[src/rtl/life_engine_gen_pkg.sv]
// Shared types, state encodings and cell-index helpers for the Game-of-Life engine.
package life_engine_gen_pkg;

  localparam logic [1:0] ST_IDLE    = 2'd0;
  localparam logic [1:0] ST_COMPUTE = 2'd1;
  localparam logic [1:0] ST_COMMIT  = 2'd2;

  localparam logic [8:0] RULE_B_DEFAULT = 9'b000001000;
  localparam logic [8:0] RULE_S_DEFAULT = 9'b000001100;

  // One request wins per IDLE cycle; the others are dropped.
  typedef enum logic [1:0] {
    CMD_NONE = 2'd0,
    CMD_STEP = 2'd1,
    CMD_FLIP = 2'd2,
    CMD_LOAD = 2'd3
  } idle_cmd_e;

  function automatic int cell_idx(input int x, input int y, input int w);
    return y * w + x;
  endfunction

  function automatic int idx_x(input int idx, input int w);
    return idx % w;
  endfunction

  function automatic int idx_y(input int idx, input int w);
    return idx / w;
  endfunction

endpackage

[src/rtl/life_engine_gen_if.sv]
// Control/edit/display bundle between the key/cursor logic, the engine and the row display.
interface life_engine_gen_if #(
  parameter int X     = 8,
  parameter int LOG2X = 3,
  parameter int LOG2Y = 3,
  parameter int GEN_W = 16
);
  logic             wrap;
  logic             step_req;
  logic             load_valid;
  logic             load_bit;
  logic             flip_req;
  logic [LOG2X-1:0] flip_x;
  logic [LOG2Y-1:0] flip_y;
  logic [LOG2Y-1:0] row_sel;
  logic [X-1:0]     row;
  logic             busy;
  logic             done;
  logic [GEN_W-1:0] gen_cnt;
  logic             extinct;
  logic             stable;

  modport master (
    output wrap, step_req, load_valid, load_bit, flip_req, flip_x, flip_y, row_sel,
    input  row, busy, done, gen_cnt, extinct, stable
  );

  modport slave (
    input  wrap, step_req, load_valid, load_bit, flip_req, flip_x, flip_y, row_sel,
    output row, busy, done, gen_cnt, extinct, stable
  );
endinterface

[src/rtl/life_engine_gen_next_cell.sv]
// Next-generation value of one cell: neighbour fetch with optional toroidal wrap,
// neighbour popcount and birth/survive rule lookup. Purely combinational.
module life_next_cell
  import life_engine_gen_pkg::*;
#(
  parameter int         X      = 8,
  parameter int         Y      = 8,
  parameter int         LOG2X  = 3,
  parameter int         LOG2Y  = 3,
  parameter logic [8:0] RULE_B = RULE_B_DEFAULT,
  parameter logic [8:0] RULE_S = RULE_S_DEFAULT
) (
  input  logic [X*Y-1:0]   board_i,
  input  logic [LOG2X-1:0] x_i,
  input  logic [LOG2Y-1:0] y_i,
  input  logic             wrap_i,
  output logic             next_o
);

  localparam int IW = (X * Y > 1) ? $clog2(X * Y) : 1;

  logic [3:0] count;
  logic       live;

  always_comb begin
    int   nx;
    int   ny;
    logic inb;
    nx    = 0;
    ny    = 0;
    inb   = 1'b0;
    count = '0;
    for (int dy = -1; dy <= 1; dy++) begin
      for (int dx = -1; dx <= 1; dx++) begin
        nx  = int'(x_i) + dx;
        ny  = int'(y_i) + dy;
        inb = 1'b1;
        // Off-board neighbours either wrap to the far edge or read as dead.
        if (nx < 0) begin
          nx  = X - 1;
          inb = wrap_i;
        end else if (nx >= X) begin
          nx  = 0;
          inb = wrap_i;
        end
        if (ny < 0) begin
          ny  = Y - 1;
          inb = inb & wrap_i;
        end else if (ny >= Y) begin
          ny  = 0;
          inb = inb & wrap_i;
        end
        if (!(dx == 0 && dy == 0) && inb && board_i[IW'(cell_idx(nx, ny, X))]) begin
          count = count + 4'd1;
        end
      end
    end
  end

  assign live   = board_i[IW'(cell_idx(int'(x_i), int'(y_i), X))];
  assign next_o = live ? RULE_S[count] : RULE_B[count];

endmodule

[src/rtl/life_engine_gen.sv]
// Game-of-Life generation engine: X*Y board, one cell evaluated per clock,
// serial load, single-cell edit, generation counter and extinct/stable flags.
//
//   state   | meaning
//   IDLE    | accept step / flip / load (in that priority)
//   COMPUTE | evaluate cell (cx,cy) into the next buffer, raster order
//   COMMIT  | copy next buffer to board, update counter and flags
module life_engine_gen
  import life_engine_gen_pkg::*;
#(
  parameter int         X      = 8,
  parameter int         Y      = 8,
  parameter int         LOG2X  = 3,
  parameter int         LOG2Y  = 3,
  parameter logic [8:0] RULE_B = RULE_B_DEFAULT,
  parameter logic [8:0] RULE_S = RULE_S_DEFAULT,
  parameter int         GEN_W  = 16
) (
  input logic              clk,
  input logic              reset,
  life_engine_gen_if.slave bus
);

  localparam int N  = X * Y;
  localparam int IW = (N > 1) ? $clog2(N) : 1;

  logic [1:0]       state_q, state_d;
  logic [LOG2X-1:0] cx_q, cx_d;
  logic [LOG2Y-1:0] cy_q, cy_d;
  logic [N-1:0]     board_q, board_d;
  logic [N-1:0]     next_q, next_d;
  logic [X-1:0]     row_q, row_d;
  logic [GEN_W-1:0] gen_q, gen_d;
  logic             done_q, done_d;
  logic             extinct_q, extinct_d;
  logic             stable_q, stable_d;

  idle_cmd_e        cmd;
  logic             flip_ok;
  logic [IW-1:0]    flip_idx;
  logic [IW-1:0]    cur_idx;
  logic             last_cell;
  logic             next_bit;

  always_comb begin
    cmd = CMD_NONE;
    if (bus.step_req) begin
      cmd = CMD_STEP;
    end else if (bus.flip_req) begin
      cmd = CMD_FLIP;
    end else if (bus.load_valid) begin
      cmd = CMD_LOAD;
    end
  end

  // Edit coordinates may exceed the board when X or Y is not a power of two.
  assign flip_ok   = (int'(bus.flip_x) < X) && (int'(bus.flip_y) < Y);
  assign flip_idx  = IW'(cell_idx(int'(bus.flip_x), int'(bus.flip_y), X));
  assign cur_idx   = IW'(cell_idx(int'(cx_q), int'(cy_q), X));
  assign last_cell = (int'(cx_q) == X - 1) && (int'(cy_q) == Y - 1);

  life_next_cell #(
    .X      (X),
    .Y      (Y),
    .LOG2X  (LOG2X),
    .LOG2Y  (LOG2Y),
    .RULE_B (RULE_B),
    .RULE_S (RULE_S)
  ) u_next_cell (
    .board_i (board_q),
    .x_i     (cx_q),
    .y_i     (cy_q),
    .wrap_i  (bus.wrap),
    .next_o  (next_bit)
  );

  always_comb begin
    state_d   = state_q;
    cx_d      = cx_q;
    cy_d      = cy_q;
    board_d   = board_q;
    next_d    = next_q;
    gen_d     = gen_q;
    done_d    = 1'b0;
    extinct_d = extinct_q;
    stable_d  = stable_q;
    case (state_q)
      ST_IDLE: begin
        case (cmd)
          CMD_STEP: begin
            state_d = ST_COMPUTE;
            cx_d    = '0;
            cy_d    = '0;
          end
          CMD_FLIP: begin
            if (flip_ok) begin
              board_d[flip_idx] = ~board_q[flip_idx];
            end
          end
          CMD_LOAD: begin
            board_d = {bus.load_bit, board_q[N-1:1]};
          end
          default: begin
          end
        endcase
      end
      ST_COMPUTE: begin
        // The board stays untouched here so every cell sees the same generation.
        next_d[cur_idx] = next_bit;
        if (last_cell) begin
          state_d = ST_COMMIT;
        end else if (int'(cx_q) == X - 1) begin
          cx_d = '0;
          cy_d = cy_q + 1'b1;
        end else begin
          cx_d = cx_q + 1'b1;
        end
      end
      ST_COMMIT: begin
        board_d   = next_q;
        stable_d  = (next_q == board_q);
        extinct_d = (next_q == '0);
        gen_d     = gen_q + 1'b1;
        done_d    = 1'b1;
        state_d   = ST_IDLE;
      end
      default: begin
        state_d = ST_IDLE;
      end
    endcase
  end

  always_comb begin
    row_d = '0;
    if (int'(bus.row_sel) < Y) begin
      row_d = board_q[IW'(cell_idx(0, int'(bus.row_sel), X)) +: X];
    end
  end

  always_ff @(posedge clk) begin
    if (!reset) begin
      state_q   <= ST_IDLE;
      cx_q      <= '0;
      cy_q      <= '0;
      board_q   <= '0;
      next_q    <= '0;
      row_q     <= '0;
      gen_q     <= '0;
      done_q    <= 1'b0;
      extinct_q <= 1'b0;
      stable_q  <= 1'b0;
    end else begin
      state_q   <= state_d;
      cx_q      <= cx_d;
      cy_q      <= cy_d;
      board_q   <= board_d;
      next_q    <= next_d;
      row_q     <= row_d;
      gen_q     <= gen_d;
      done_q    <= done_d;
      extinct_q <= extinct_d;
      stable_q  <= stable_d;
    end
  end

  assign bus.row     = row_q;
  assign bus.busy    = (state_q != ST_IDLE);
  assign bus.done    = done_q;
  assign bus.gen_cnt = gen_q;
  assign bus.extinct = extinct_q;
  assign bus.stable  = stable_q;

endmodule

[src/flat_wrapper.sv]
// flat-port wrapper written by rule: the top's interface ports become plain ports
module life_engine_gen_flat import life_engine_gen_pkg::*;
#(
  parameter int         X      = 8,
  parameter int         Y      = 8,
  parameter int         LOG2X  = 3,
  parameter int         LOG2Y  = 3,
  parameter logic [8:0] RULE_B = RULE_B_DEFAULT,
  parameter logic [8:0] RULE_S = RULE_S_DEFAULT,
  parameter int         GEN_W  = 16
)
  (clk, reset, bus_wrap, bus_step_req, bus_load_valid, bus_load_bit, bus_flip_req, bus_flip_x, bus_flip_y, bus_row_sel, bus_row, bus_busy, bus_done, bus_gen_cnt, bus_extinct, bus_stable);
  life_engine_gen_if #(.X(X), .LOG2X(LOG2X), .LOG2Y(LOG2Y), .GEN_W(GEN_W)) bus_i ();
  input logic clk;
  input logic reset;
  input wire logic [$bits(bus_i.wrap)-1:0] bus_wrap;
  input wire logic [$bits(bus_i.step_req)-1:0] bus_step_req;
  input wire logic [$bits(bus_i.load_valid)-1:0] bus_load_valid;
  input wire logic [$bits(bus_i.load_bit)-1:0] bus_load_bit;
  input wire logic [$bits(bus_i.flip_req)-1:0] bus_flip_req;
  input wire logic [$bits(bus_i.flip_x)-1:0] bus_flip_x;
  input wire logic [$bits(bus_i.flip_y)-1:0] bus_flip_y;
  input wire logic [$bits(bus_i.row_sel)-1:0] bus_row_sel;
  output wire logic [$bits(bus_i.row)-1:0] bus_row;
  output wire logic [$bits(bus_i.busy)-1:0] bus_busy;
  output wire logic [$bits(bus_i.done)-1:0] bus_done;
  output wire logic [$bits(bus_i.gen_cnt)-1:0] bus_gen_cnt;
  output wire logic [$bits(bus_i.extinct)-1:0] bus_extinct;
  output wire logic [$bits(bus_i.stable)-1:0] bus_stable;
  assign bus_i.wrap = bus_wrap;
  assign bus_i.step_req = bus_step_req;
  assign bus_i.load_valid = bus_load_valid;
  assign bus_i.load_bit = bus_load_bit;
  assign bus_i.flip_req = bus_flip_req;
  assign bus_i.flip_x = bus_flip_x;
  assign bus_i.flip_y = bus_flip_y;
  assign bus_i.row_sel = bus_row_sel;
  assign bus_row = bus_i.row;
  assign bus_busy = bus_i.busy;
  assign bus_done = bus_i.done;
  assign bus_gen_cnt = bus_i.gen_cnt;
  assign bus_extinct = bus_i.extinct;
  assign bus_stable = bus_i.stable;
  life_engine_gen #(.X(X), .Y(Y), .LOG2X(LOG2X), .LOG2Y(LOG2Y), .RULE_B(RULE_B), .RULE_S(RULE_S), .GEN_W(GEN_W)) u_core (.clk(clk), .reset(reset), .bus(bus_i));
endmodule
[config.mk]
export PLATFORM = sky130hd
export DESIGN_NAME = life_engine_gen_flat
export DESIGN_NICKNAME = d
export VERILOG_FILES = /design/src/rtl/life_engine_gen_pkg.sv /design/src/rtl/life_engine_gen_if.sv /design/src/rtl/life_engine_gen_next_cell.sv /design/src/rtl/life_engine_gen.sv /design/src/flat_wrapper.sv
export SDC_FILE = /design/constraint.sdc
export NUM_CORES = 1
export LEC_CHECK = 0
export ABC_CLOCK_PERIOD_IN_PS = 8300
export BUFFER_PORTS_ARGS = -buffer_cell sky130_fd_sc_hd__buf_2
export CAP_MARGIN = 20
export CORE_MARGIN = 1
export CORE_UTILIZATION = 30
export CTS_CLUSTER_SIZE = 40
export DETAILED_ROUTE_END_ITERATION = 6
export PLACE_DENSITY = 0.43
export SETUP_SLACK_MARGIN = 0.1
export SLEW_MARGIN = 20
export SYNTH_ARGS = -nofsm -noshare
export SYNTH_HDL_FRONTEND = slang
export SYNTH_SLANG_ARGS = --single-unit
[constraint.sdc]
create_clock -name clk -period 8.3 [get_ports clk]
set_input_delay 1.66 -clock clk [delete_from_list [all_inputs] [get_ports clk]]
set_output_delay 1.66 -clock clk [all_outputs]
set_load 0.02 [all_outputs]
**Word-level counts from Yosys, hierarchy flattened**

Memory sizes are Yosys's and may differ from the RTL's.
Index checks and enable logic that the tools add are counted.

- Add/subtract/negate cells: 24
- Order comparisons: 26
- Eq/ne operators: 13
- Shifts and indexed selects: 1
- Mux-type cells: 96
- Bitwise operators: 4
- Reductions and logical operators: 20

Operators with widths:

| kind | count |
|---|---|
| 64-bit case mux with 2 select lines | 2 |
| 64-bit bitwise mux | 2 |
| 6-bit by 8-bit less-than comparator with 1-bit output (second input constant) | 9 |
| 64-bit == test | 1 |
| 64-bit logical NOT | 1 |
| 64-bit by 6-bit variable part select with 8-bit output | 1 |
| 1-bit binary-select mux with 6-bit select | 10 |
| 6-bit adder | 8 |
| 1-bit two-way mux | 48 |
| 3-bit two-way mux | 13 |
| 4-bit two-way mux | 8 |
| 4-bit by 1-bit adder with 4-bit output (second input constant) | 7 |
| 6-bit two-way mux | 3 |
| 16-bit by 1-bit adder with 16-bit output (second input constant) | 1 |
| 6-bit by 7-bit less-than comparator with 1-bit output (second input constant) | 2 |
| 6-bit by 3-bit adder with 6-bit output | 2 |
| 1-bit demux with 6-bit select | 2 |
| 6-bit by 1-bit greater-or-equal comparator with 1-bit output (second input constant) | 2 |
| 3-bit case mux with 2 select lines | 2 |
| 1-bit logical AND | 11 |
| 4-bit by 1-bit adder with 5-bit output (second input constant) | 2 |
| 5-bit greater-or-equal comparator (second input constant) | 2 |
| 5-bit by 1-bit less-than comparator with 1-bit output (second input constant) | 2 |
| 2-bit two-way mux | 5 |
| 21 further kinds | 38 |

- Flip-flop bits (word level): 163
- ROM bits: 32
- Input bits: 16
- Output and inout port bits: 28
- Word-level logic and storage cells: 196
- Memories: 2

Memory list:

| memory | words | width | read ports | clocked after Yosys merged registers in | write ports | line | RTL |
|---|---|---|---|---|---|---|---|
| (name not given) | 16 | 1 | 1 | 0 | 0 | life_engine_gen_next_cell.sv:61 | `assign next_o = live ? RULE_S[count] : RULE_B[count];` |
| (name not given) | 16 | 1 | 1 | 0 | 0 | life_engine_gen_next_cell.sv:61 |  |

**Depth between registers and ports, before layout**

- Depth in word-level cells: 28
- Depth in mapped cells: 38
- Gate-level depth less buffers: 33

**Cells and area by module**

A second synthesis with hierarchy kept.

- Cell total of the unflattened synthesis: 1746
- Area, all modules: 13988.4 um^2

Modules (own cells, without submodules):

| module | instances | cells an instance | area an instance (um^2) | sequential area each (um^2) |
|---|---|---|---|---|
| life_engine_gen | 1 | 1391 | 10573.9 | 3263.1 |
| life_next_cell | 1 | 355 | 3414.5 | 0.0 |

**Least setup slack after synthesis**

Ideal clock, no wire load.

- Path type: register to register
- From: register u_core.cx_q[0]
- To: register u_core.next_q[3]
- Setup time: 0.068 ns
- Data arrival time: 7.305 ns
- Required time: 8.232 ns
- Setup slack: 0.928 ns
- Cell stages (with the launch flop): 38
- Path buffers: 6
- Period minus slack after synthesis: 7.372 ns
- Path through: dfxtp_1 -> inv_1 -> buf_2 -> buf_2 -> ha_1 -> ha_1 -> buf_2 -> inv_1 -> buf_2 -> buf_2 -> nand3_1 -> a32oi_1 -> nand3_1 -> mux4_2 -> nand2_1 -> o2111a_1 -> ha_1 -> xor2_2 -> (+2 left out) -> or2_1 -> ha_1 -> nand2b_1 -> o21ai_1 -> inv_1 -> ha_1 -> nand2_1 -> o21ai_0 -> ha_1 -> a21boi_0 -> nand2_1 -> ha_1 -> nand2_1 -> or3_1 -> o31ai_2 -> mux2i_4 -> buf_6 -> o21ai_2

- Longest elaborated chain between the ends: 28
- Elaborated cells between the ends (all ways): 109
- Those cells by class: 18 x add/sub; 8 x order compare; 69 x mux; 3 x bitwise; 9 x reduce/logical; 2 x memory

RTL lines:

| element | line | RTL |
|---|---|---|
| start, declared | life_engine_gen.sv:28 | `logic [LOG2X-1:0] cx_q, cx_d;` |
| start signal, assigned | life_engine_gen.sv:143 | `cx_q <= '0;` |
| start signal, assigned | life_engine_gen.sv:154 | `cx_q <= cx_d;` |
| 4-bit by 1-bit adder with 5-bit output | life_engine_gen_next_cell.sv:35 | `nx = int'(x_i) + dx;` |
| 5-bit greater-or-equal comparator | life_engine_gen_next_cell.sv:42 | `end else if (nx >= X) begin` |
| 6-bit two-way mux | life_engine_gen_next_cell.sv:42 |  |
| 6-bit two-way mux | life_engine_gen_next_cell.sv:39 | `if (nx < 0) begin` |
| 6-bit adder | life_engine_gen_pkg.sv:20 | `return y * w + x;` |
| 1-bit binary-select mux with 6-bit select | life_engine_gen_next_cell.sv:53 | `if (!(dx == 0 && dy == 0) && inb && board_i[IW'(cell_idx(nx, ny, X))]) begin` |
| 1-bit two-way mux (implied by the code) (2 in a row) | life_engine_gen_next_cell.sv:53 |  |
| 1-bit logical AND | life_engine_gen_next_cell.sv:53 |  |
| (+11 left out) | - |  |
| 4-bit by 1-bit adder with 4-bit output | life_engine_gen_next_cell.sv:54 | `count = count + 4'd1;` |
| 4-bit two-way mux | life_engine_gen_next_cell.sv:53 |  |
| 4-bit by 1-bit adder with 4-bit output | life_engine_gen_next_cell.sv:54 |  |
| 4-bit two-way mux | life_engine_gen_next_cell.sv:53 |  |
| memory read 16 x 1 bit | - |  |
| 1-bit two-way mux (implied by the code) | life_engine_gen_next_cell.sv:61 |  |
| 1-bit two-way mux | life_engine_gen_next_cell.sv:61 |  |
| 64-bit bitwise mux (*) | life_engine_gen.sv:109 | `next_d[cur_idx] = next_bit;` |
| end signal, assigned | life_engine_gen.sv:157 | `next_q <= next_d;` |
| end, declared | life_engine_gen.sv:31 | `logic [N-1:0] next_q, next_d;` |

Every way passes the cells marked *; elsewhere a longest branch is shown, timed or not. The select of a mux whose other input is x is not followed.
A chain may end at the register's enable or synchronous reset.

**Final worst setup path**

- From: register u_core.cx_q[1]
- To: register u_core.next_q[53]

The elaborated chain is that of the path after synthesis.

==> out/summary.md <==
At the pin with the least slew margin, the transition time is 1.160 ns. The first global-routing pass estimated 96.96 mm of wire. The most used cell along the critical path is sky130_fd_sc_hd__ha_1. Global routing consumed, over all layers together, 27.65% of the routing resources.

Static timing analysis puts the maximum clock frequency at 0.1309 GHz. Once placement finished, the instance area stood at 14780 um2. Among all stages on the critical path, the largest delay is contributed by sky130_fd_sc_hd__mux4_2. The floorplan has 78 rows. The sort of element at the end of the critical path is a flip-flop. The clock tree synthesis step divided the H-tree into 4 levels.

The die covers 47320 um2. The tool flagged a number of max-cap violations equal to 0. The critical path startpoint category was a flip-flop. The floorplan step set the die height to 217.5 um.

For the worst slew margin relative to its limit, the log shows 22.06%. The count of input and output buffers was 43. The fraction of final layout cells with drive strength greater than 1 is 15.72%, and the post-route clock skew is 0.01442 ns.

The tools report the root buffer selected by CTS as sky130_fd_sc_hd__clkbuf_16. The run gives 0 as the final max-slew violation count. The run gives 1848 as the cell count after synthesis. The number of global-route vias before repair was 13923.

Setup repair after global routing left no endpoint under its margin. The detailed router finished its first iteration with 2309 violations. TritonCTS created 17 clock buffers. Before antenna repair, the detailed router went through 7 iterations. In this run the critical register-to-register path is launched from u_core.cx_q[1]. Critical path's largest stage delay: 0.52 ns.

In this run the static leakage power is 5.237 nW. Data on the critical path arrives at its endpoint at 8.04 ns. The maximum number of pins on one net before global-route repair was 157. The worst hold path begins at u_core.bus.extinct. The run gives 1857 as the net total in the final layout. Of all flip-flops after synthesis, the portion carrying an async set or reset was 0%. Routed length on met3: 6.020 mm.

The initial cell density of the core was 30.58%. The final period demand of the worst path came out at 7.639 ns. The repair_antennas step left the layout with diodes totalling 0. The aggregate negative setup slack was 0 ns; the via density per instance was 6.235.

Counting flops and latches in the post-synthesis netlist gives 163. The setup path with the least slack is of type flip-flop to flip-flop. The final hold violation count is 0. The count of cells in the finished layout, fillers not included, comes to 2426. Detailed placement finished with a half-perimeter wire length of 45.95 mm. The residual overflow from global routing is 0, and the final antenna-violating net count is 0.

The detailed router placed 15127 vias in this run. The clock insertion delay at the later pin of the skew report is 0.48 ns, and the core outline area is 45580 um2. The most critical setup path has its startpoint at u_core.cx_q[1]. Synthesis instantiated 88 different standard cells from the library. The sink count of the clock tree was 163. In this run the worst hold path is classified as flip-flop to flip-flop.

The tools report the number of antenna violations at the first check in global routing as 0. After synthesis, the largest area contributor takes up 23.41% of total cell area. For this run, design rule violations remaining after detail routing come to 0. For the worst flop-to-flop path, the logic depth is 31. The routed length per placed instance was 27.18 um; the total met2 wirelength after detailed routing was 27.89 mm. Dividing total power by cell area gives a power density of 141.5 nW/um2. In this run the cell area of the synthesized design comes to 13940 um2. The biggest area contributor in the post-synthesis netlist is sky130_fd_sc_hd__dfxtp_1.

The number of enable flip-flop cells after synthesis is 0, and the worst hold path stage count is 2. The die is 217.5 um wide. No sink is reached through more buffers than the 2 on the longest clock path. The run gives 29.10 mm as the met1 layer wirelength in the final routing. Across the VDD grid, the largest voltage drop is 157.0 uV. The logs give 23.41% for the register area share after synthesis and 2.189 mW for the power after layout. After clock tree synthesis, the clock-pin slew on the worst setup and hold paths is 0.07 ns. TritonCTS built the clock tree. The area of all placed cells without fillers was 15470 um2. The logs give 1.017 for the weighted congestion reported at the end of routability-driven placement and 8.70 ns for the required time of the worst setup path.

Yosys attributes the largest share of cell area to sky130_fd_sc_hd__dfxtp_1 23%, sky130_fd_sc_hd__nand2_1 6.5%, sky130_fd_sc_hd__nand3_1 4.6%, sky130_fd_sc_hd__mux4_2 4.2%, sky130_fd_sc_hd__a221oi_1 4.0%. The run gives 4851 as the number of fill cells. The commonest register cell after synthesis is sky130_fd_sc_hd__dfxtp_1. For the yosys synthesis warning count, the log shows 0.

The top routing layer in use is met4. The run finished with clean final reports. The I/O pin count was 44; the biggest fanout along the worst timing path was 64.

The total routed wirelength is 65.93 mm. Of the available clock period, the critical path in the final layout requires 92.04%. Compared with the post-synthesis result, the final layout area differs by 11.02%. Setup violations remaining at the end of the flow were counted as 0. After detailed placement, the design holds a cell count of 2389.

The per-instance average area after synthesis works out to 7.542 um2.
==> what timing repair did <==
action	4_1_cts	5_1_grt
pin swaps	0	1
resized for setup	1	8
hold buffers	0	0
gates cloned	0	1
setup endpoints to repair	48	64
buffers inserted	0	3
==> registers in the layout, indices dropped and copies added (netlist names) <==
| name | count |
|---|---|
| u_core.bus.row | 8 |
| u_core.bus.done | 1 |
| u_core.cy_q | 3 |
| u_core.cx_q | 3 |
| u_core.board_q | 64 |
| u_core.bus.extinct | 1 |
| u_core.state_q | 2 |
| u_core.bus.gen_cnt | 16 |
| u_core.next_q | 64 |
| u_core.bus.stable | 1 |
==> critical path: cells and delay by family (launching register included) <==
kind,cells,cell delay [ns]
xor gates and xnor gates,1,0.34
AOI/OAI and AO/OA,7,1.31
DFF,1,0.34
and+or+nand+nor,8,1.17
muxes,4,1.48
buffers and inverters,5,0.97
adders and majority gates,6,1.88
==> synth_stat cells (11+ instances only) <==
cell type                  number
sky130_fd_sc_hd__a211o_1       12
sky130_fd_sc_hd__a21boi_0      45
sky130_fd_sc_hd__a21oi_1       62
sky130_fd_sc_hd__a221o_1       11
sky130_fd_sc_hd__a221oi_1      63
sky130_fd_sc_hd__a22oi_1       34
sky130_fd_sc_hd__and2_1        23
sky130_fd_sc_hd__buf_2         21
sky130_fd_sc_hd__buf_6         14
sky130_fd_sc_hd__clkbuf_1     141
sky130_fd_sc_hd__dfxtp_1      163
sky130_fd_sc_hd__ha_1          28
sky130_fd_sc_hd__inv_1         43
sky130_fd_sc_hd__mux2i_1       45
sky130_fd_sc_hd__mux4_2        26
sky130_fd_sc_hd__nand2_1      240
sky130_fd_sc_hd__nand2b_1      13
sky130_fd_sc_hd__nand3_1      127
sky130_fd_sc_hd__nand3b_1      13
sky130_fd_sc_hd__nand4_1       88
sky130_fd_sc_hd__nor2_1       116
sky130_fd_sc_hd__nor2b_1       57
sky130_fd_sc_hd__nor3_1        22
sky130_fd_sc_hd__nor4_1        25
sky130_fd_sc_hd__o211ai_1      22
sky130_fd_sc_hd__o21ai_0       57
sky130_fd_sc_hd__o21ai_1       25
sky130_fd_sc_hd__o21ai_2       41
sky130_fd_sc_hd__o22ai_1       16
sky130_fd_sc_hd__or3_1         37
sky130_fd_sc_hd__xnor2_1       52
sky130_fd_sc_hd__xor2_1        19
==> layer usage <==
layer,up-vias,GRT usage [%]
met5,-,0.2083
met4,0,11.81
met3,160,5.593
met2,845,40.72
met1,7370,38.68
li1,6752,-
==> placed cells by master (no fill, tap or decap), types with 41 or more instances in the layout <==
master and instances:
sky130_fd_sc_hd__a21oi_1 62, sky130_fd_sc_hd__o21ai_2 41, sky130_fd_sc_hd__nand2_1 240, sky130_fd_sc_hd__a21boi_0 45, sky130_fd_sc_hd__a221oi_1 63, sky130_fd_sc_hd__buf_2 42, sky130_fd_sc_hd__dfxtp_1 162, sky130_fd_sc_hd__mux2i_1 45
sky130_fd_sc_hd__nor2b_1 56, sky130_fd_sc_hd__buf_4 85, sky130_fd_sc_hd__nor2_1 113, sky130_fd_sc_hd__inv_1 42, sky130_fd_sc_hd__xnor2_1 52, sky130_fd_sc_hd__o21ai_0 57, sky130_fd_sc_hd__nand3_1 127, sky130_fd_sc_hd__nand4_1 88
==> cells by family (layout without fill, tap and decap cells) <==
family                   count (synthesis)  count (layout)  share of synthesized area, %
AND/OR/NAND/NOR                        796             796                         28.53
AO/OA/AOI/OAI                          471             472                         24.72
buffers and inverters                  234             206                         7.469
flip-flops                             163             163                         23.41
multiplexers                            79              79                         8.187
XOR/XNOR                                76              76                         5.135
adder cells (fa/ha/maj)                 28              28                         2.514
other                                    1               6                       0.02691
==> where the power goes <==
part | internal, mW | leakage [nW] | switching [mW] | total, mW
Sequential | 0.783 | 1.31 | 0.00445 | 0.788
Combinational | 0.141 | 3.62 | 0.369 | 0.509
Clock | 0.486 | 0.305 | 0.405 | 0.892
==> final timing paths <==
check        slack (ns)                 end
max                0.66   u_core.next_q[53]
min                0.51  u_core.bus.extinct
max reg2reg        0.66   u_core.next_q[53]
min reg2reg        0.51  u_core.bus.extinct
==> metrics by stage <==
step	util, %	hold WS, ns	setup WS [ns]
3_3_place_gp	32.41	0.4862	0.08765
6_report	33.95	0.5096	0.6609
3_5_place_dp	32.43	0.4812	0.06150
4_1_cts	33.79	0.5017	0.2518
2_1_floorplan	-	0.4500	0.9277
5_1_grt	33.95	0.5263	0.1528
==> layout make-up <==
class	instances	area (um2)	area share [%]
Multi-Input combinational cell	1457	9782	63.22
Sequential cell	163	3264	21.10
Timing Repair Buffer	130	893.4	5.774
Tap cell	600	750.7	4.852
Clock buffer	19	432.9	2.798
Clock inverter	13	183.9	1.189
Inverter	44	165.2	1.067
Power figures use the tool's default switching activity.
